$ cat src/rtl/sound_pkg.sv
// Shared types for the sound-subsystem SDRAM arbiter.
// Latency: n/a (types and constants only).
// Backpressure: n/a.
package sound_pkg;

  localparam int SDR_ADDR_W = 25;

  typedef enum logic [1:0] {
    IDLE  = 2'd0,
    ISSUE = 2'd1,
    WAIT  = 2'd2
  } arb_state_t;

  typedef enum logic {
    GNT_CPU = 1'b0,
    GNT_SMP = 1'b1
  } gnt_t;

endpackage

$ cat src/rtl/sound_sdr_arbiter.sv
// Shares one SDRAM controller channel between the sound CPU port and the GA20 sample port.
// Latency: request seen in IDLE, sdr_req toggles one cycle later; requester ack one cycle after sdr_ack.
// Backpressure: toggle handshakes; a pending request waits in place until the channel returns to IDLE.
module sound_sdr_arbiter
  import sound_pkg::*;
#(
  parameter bit CPU_PRIO = 1'b0
) (
  input  logic                  clk_sys,
  input  logic                  reset,
  input  logic [SDR_ADDR_W-1:0] cpu_addr,
  input  logic [15:0]           cpu_din,
  input  logic [1:0]            cpu_wr_sel,
  input  logic                  cpu_req,
  output logic                  cpu_ack,
  output logic [15:0]           cpu_dout,
  input  logic [SDR_ADDR_W-1:0] smp_addr,
  input  logic                  smp_req,
  output logic                  smp_ack,
  output logic [63:0]           smp_data,
  output logic [SDR_ADDR_W-1:0] sdr_addr,
  output logic [15:0]           sdr_din,
  output logic [1:0]            sdr_wr_sel,
  output logic                  sdr_req,
  input  logic                  sdr_ack,
  input  logic [63:0]           sdr_dout,
  output logic                  busy
);

  // Pick the 16-bit lane of a 64-bit controller word addressed by byte-address bits [2:1].
  function automatic logic [15:0] word_sel(input logic [63:0] w, input logic [1:0] idx);
    return w[{idx, 4'b0000} +: 16];
  endfunction

  arb_state_t            state;
  gnt_t                  gnt;
  gnt_t                  last_gnt;
  gnt_t                  next_gnt;
  logic [SDR_ADDR_W-1:0] lat_addr;
  logic [15:0]           lat_din;
  logic [1:0]            lat_wr_sel;
  logic                  cpu_pend;
  logic                  smp_pend;

  // Pending detection and grant choice; ties go to the CPU in priority mode, otherwise alternate.
  always_comb begin
    cpu_pend = cpu_req ^ cpu_ack;
    smp_pend = smp_req ^ smp_ack;
    next_gnt = GNT_SMP;
    if (cpu_pend && smp_pend) begin
      if (CPU_PRIO || (last_gnt == GNT_SMP)) next_gnt = GNT_CPU;
      else                                   next_gnt = GNT_SMP;
    end else if (cpu_pend) begin
      next_gnt = GNT_CPU;
    end
  end

  // Arbitration FSM: latch the winner in IDLE, issue in ISSUE, return the completion from WAIT.
  always_ff @(posedge clk_sys or posedge reset) begin
    if (reset) begin
      state      <= IDLE;
      gnt        <= GNT_CPU;
      last_gnt   <= GNT_SMP;
      lat_addr   <= '0;
      lat_din    <= '0;
      lat_wr_sel <= '0;
      cpu_ack    <= 1'b0;
      cpu_dout   <= '0;
      smp_ack    <= 1'b0;
      smp_data   <= '0;
      sdr_addr   <= '0;
      sdr_din    <= '0;
      sdr_wr_sel <= '0;
      sdr_req    <= 1'b0;
      busy       <= 1'b0;
    end else begin
      case (state)
        IDLE: begin
          if (cpu_pend || smp_pend) begin
            gnt <= next_gnt;
            if (next_gnt == GNT_CPU) begin
              lat_addr   <= cpu_addr;
              lat_din    <= cpu_din;
              lat_wr_sel <= cpu_wr_sel;
            end else begin
              // Sample fetches are always plain reads with no write data.
              lat_addr   <= smp_addr;
              lat_din    <= '0;
              lat_wr_sel <= 2'b00;
            end
            state <= ISSUE;
            busy  <= 1'b1;
          end
        end
        ISSUE: begin
          sdr_addr   <= lat_addr;
          sdr_din    <= lat_din;
          sdr_wr_sel <= lat_wr_sel;
          sdr_req    <= ~sdr_req;
          last_gnt   <= gnt;
          state      <= WAIT;
        end
        WAIT: begin
          if (sdr_ack == sdr_req) begin
            if (gnt == GNT_CPU) begin
              // Writes leave the last read value in place.
              if (lat_wr_sel == 2'b00) cpu_dout <= word_sel(sdr_dout, lat_addr[2:1]);
              cpu_ack <= ~cpu_ack;
            end else begin
              smp_data <= sdr_dout;
              smp_ack  <= ~smp_ack;
            end
            state <= IDLE;
            busy  <= 1'b0;
          end
        end
        default: begin
          state <= IDLE;
          busy  <= 1'b0;
        end
      endcase
    end
  end

endmodule
$ cat config.mk
export PLATFORM = sky130hd
export DESIGN_NAME = sound_sdr_arbiter
export DESIGN_NICKNAME = d
export VERILOG_FILES = /design/src/rtl/sound_pkg.sv /design/src/rtl/sound_sdr_arbiter.sv
export SDC_FILE = /design/constraint.sdc
export NUM_CORES = 1
export LEC_CHECK = 0
export ABC_CLOCK_PERIOD_IN_PS = 5700
export CAP_MARGIN = 10
export CORE_ASPECT_RATIO = 1.25
export CORE_MARGIN = 5
export CORE_UTILIZATION = 40
export CTS_CLUSTER_SIZE = 25
export DETAILED_ROUTE_END_ITERATION = 8
export GPL_ROUTABILITY_DRIVEN = 0
export PLACE_DENSITY = 0.8
export SLEW_MARGIN = 20
export SYNTH_ARGS = -nofsm -noshare
export SYNTH_HDL_FRONTEND = slang
export SYNTH_SLANG_ARGS = --single-unit
$ cat constraint.sdc
create_clock -name clk_sys -period 5.7 [get_ports clk_sys]
set_input_delay 0.57 -clock clk_sys [delete_from_list [all_inputs] [get_ports clk_sys]]
set_output_delay 0.57 -clock clk_sys [all_outputs]
set_load 0.005 [all_outputs]
==> flow_summary.json <==
{
  "cts_max_level": 4,
  "report.final.slew_viol_count": 0,
  "numCtsBuffers": 17,
  "rsz0062_at_grt": "no",
  "cp_num_buf_inv": 2,
  "cts_tree": "yes",
  "drt_iter0_drc": 302,
  "maxCapViolations": 0,
  "clock_latency_ns": 0.42,
  "p_per_area_mw_per_mm2": 551.1,
  "startpoint_type": "input pin",
  "power.switching_w": 0.001816,
  "worst_setup_path_end_kind": "register",
  "intPower_w": 0.004030,
  "hold_depth": 1,
  "ys_seq_area_share_pct": 60.31,
  "remaining_drc_errors": 0,
  "critical_path_peak_fanout": 27,
  "hold_class": "reg -> reg",
  "outcome": "finished, final reports clean",
  "worstMarginPinSlew_ns": 1.076,
  "top_layer": "met4",
  "cts_buffer_depth": 2,
  "dp.cells": 928,
  "power_w": 0.005847,
  "slowest_delay_ns": 0.84,
  "post_cts_buffers": 0,
  "critPathTopFamily": "buffers and inverters",
  "setup_slack_ns": 2.840,
  "final_antenna_net_count": 0,
  "cp.depth": 5,
  "yosysTopAreaCellShare_pct": 59.94,
  "layout_common_cells": "clkdlybuf4s50_1 (263), dfrtp_1 (173), mux2_2 (123)",
  "grt_pass1_vias": 5558,
  "dr.pass1.iters": 4,
  "layout-drive-gt1-share_pct": 25.38,
  "core_area_sq_mm": 0.01796,
  "clock_sinks": 174,
  "antenna_cells": 0,
  "grt_max_degree": 92,
  "drt_wl_total_um": 19030,
  "setup_viol": 0,
  "routed_via_density": 5.298,
  "groute.usage.overall_pct": 18.33,
  "antenna_found_initial": 0,
  "cts_resized": 0,
  "clk_pin_slew_ns": 0.07,
  "peakVddDrop_uv": 295.6,
  "avgRoutedWirePerCell_um": 19.80,
  "p_leak_nw": 4.543,
  "wl_met2_um": 9798,
  "required_ns": 6.05,
  "numPortBuffers": 263,
  "grt_first_pass_wirelength_um": 29990,
  "fin_hold_ws_ns": 0.5037,
  "hold_viol_final": 0,
  "die_w_um": 130.2,
  "dpl.hpwl_um": 13630,
  "ios": 264,
  "synthCells": 469,
  "crit_arrival_ns": 3.21,
  "fin_crit_ns": 2.860,
  "initial_utilization_pct": 40.21,
  "synth_largest_area_cell": "dfrtp_1",
  "die_area_sq_mm": 0.02086,
  "route.met3.wl_um": 1248,
  "comb_power_share_pct": 42.9,
  "avgSynthCellArea_sq_um": 15.40,
  "syn_area_sq_mm": 0.007222,
  "synth_cell_types": 30,
  "dp_slack_ns": 2.446,
  "cts_root_buf": "clkbuf_16",
  "regToRegSetupSlack_ns": 3.02,
  "worstPathCellList": "clkdlybuf4s50_1, xor2_2, o211a_1, buf_4, a22o_1",
  "crit_slowest_cell": "xor2_2",
  "max_freq_ghz": 0.3497,
  "grt_overflow_total": 0,
  "period_share_pct": 50.17,
  "p_clk_share_pct": 19.4,
  "num_rows": 55,
  "switching_share_pct": 31.07,
  "synthesis.nets": 606,
  "holdBufCountCts": 0,
  "m1WireLength_um": 7688,
  "ys_seq_elements": 174,
  "p_seq_share_pct": 37.7,
  "vias": 5091,
  "die_y_um": 160.2,
  "setup_tns_ns": 0,
  "ys_warn_count": 0,
  "synthToLayoutAreaGrowth_pct": 46.90,
  "max_slew_margin_pct": 28.22,
  "path_class": "in -> reg",
  "final_common_cell": "clkdlybuf4s50_1",
  "fin_skew_ns": 0.005291,
  "finalNonFillerCells": 961,
  "nets": 857,
  "reg2reg_depth": 4,
  "synth_area_leaders": "dfrtp_1 (60%), mux2_2 (19%), mux4_2 (5.0%)"
}
==> layout make-up <==
cell class / instances / area (sq um)
well taps: 228 / 285.3
fillers: 1383 / 7352
clock inverters: 15 / 151.4
clock buffers: 17 / 425.4
inverters: 28 / 110.1
repair buffers: 268 / 2690
multi-input cells: 231 / 2591
flip-flops and latches: 174 / 4355
==> synthesized netlist by cell type <==
library cell  number
mux2_2           123
mux4_2            16
and2b_1            1
nand3_1            2
o21ai_0            2
nor2_1             2
buf_1              2
nand2b_1           2
buf_6              4
nand4_2            1
clkbuf_1          12
a221o_1           25
buf_4              7
o211a_1            1
xor2_2             1
a22o_1            18
a2111oi_0         25
xnor2_2            1
dfrtp_1          173
a21oi_1            1
a21bo_2            1
dfstp_2            1
nand2_1            2
buf_2             10
inv_1             28
o21ai_2            1
xnor2_1            4
xor2_1             1
clkbuf_2           1
or2_1              1
==> metrics by stage <==
step           cell area, sq um  util (%)
2_1_floorplan              7222         -
3_3_place_gp              10000     55.67
3_5_place_dp              10000     55.70
4_1_cts                   10580     58.91
5_1_grt                   10610     59.07
6_report                  10610     59.07
==> path summary, 6_finish.rpt <==
kind,startpoint,to
worst max register to register,cpu_ack,lat_din[8]
min in group asynchronous,reset,smp_data[35]
worst max-delay path,cpu_req,lat_din[8]
max in group asynchronous,reset,cpu_dout[9]
worst min register to register,smp_data[49],smp_data[49]
worst min-delay path,smp_data[49],smp_data[49]
==> kinds of logic after synthesis <==
kind of cell | count (synthesis) | share of synthesized area, %
flip-flops | 174 | 60.31
multiplexers | 139 | 24.17
AO/OA/AOI/OAI | 74 | 9.286
buffers and inverters | 64 | 4.296
AND/OR/NAND/NOR | 11 | 0.8837
XOR/XNOR | 7 | 1.057
==> layer usage <==
layer	up-vias	track usage, %
li1	2272	-
met1	2594	22.59
met2	204	31.35
met3	21	5.253
met4	0	4.820
met5	-	0
==> registers in the layout, indices dropped and copies added, names as in the netlist, 2 cells and up <==
| name | cells |
|---|---|
| cpu_dout | 16 |
| lat_addr | 25 |
| lat_din | 16 |
| lat_wr_sel | 2 |
| sdr_addr | 25 |
| sdr_din | 16 |
| sdr_wr_sel | 2 |
| smp_data | 64 |
| state | 2 |
==> power by group through the flow <==
stage	Sequential [W]	Combinational [W]	Clock [W]
floorplan	0.00213	0.00131	0
global placement	0.00219	0.00242	0
detailed placement	0.00222	0.00250	0
CTS	0.00221	0.00252	0.00116
global route	0.00227	0.00270	0.00122
finish	0.00220	0.00251	0.00114
Note: power is estimated with default switching activity, not from simulation.
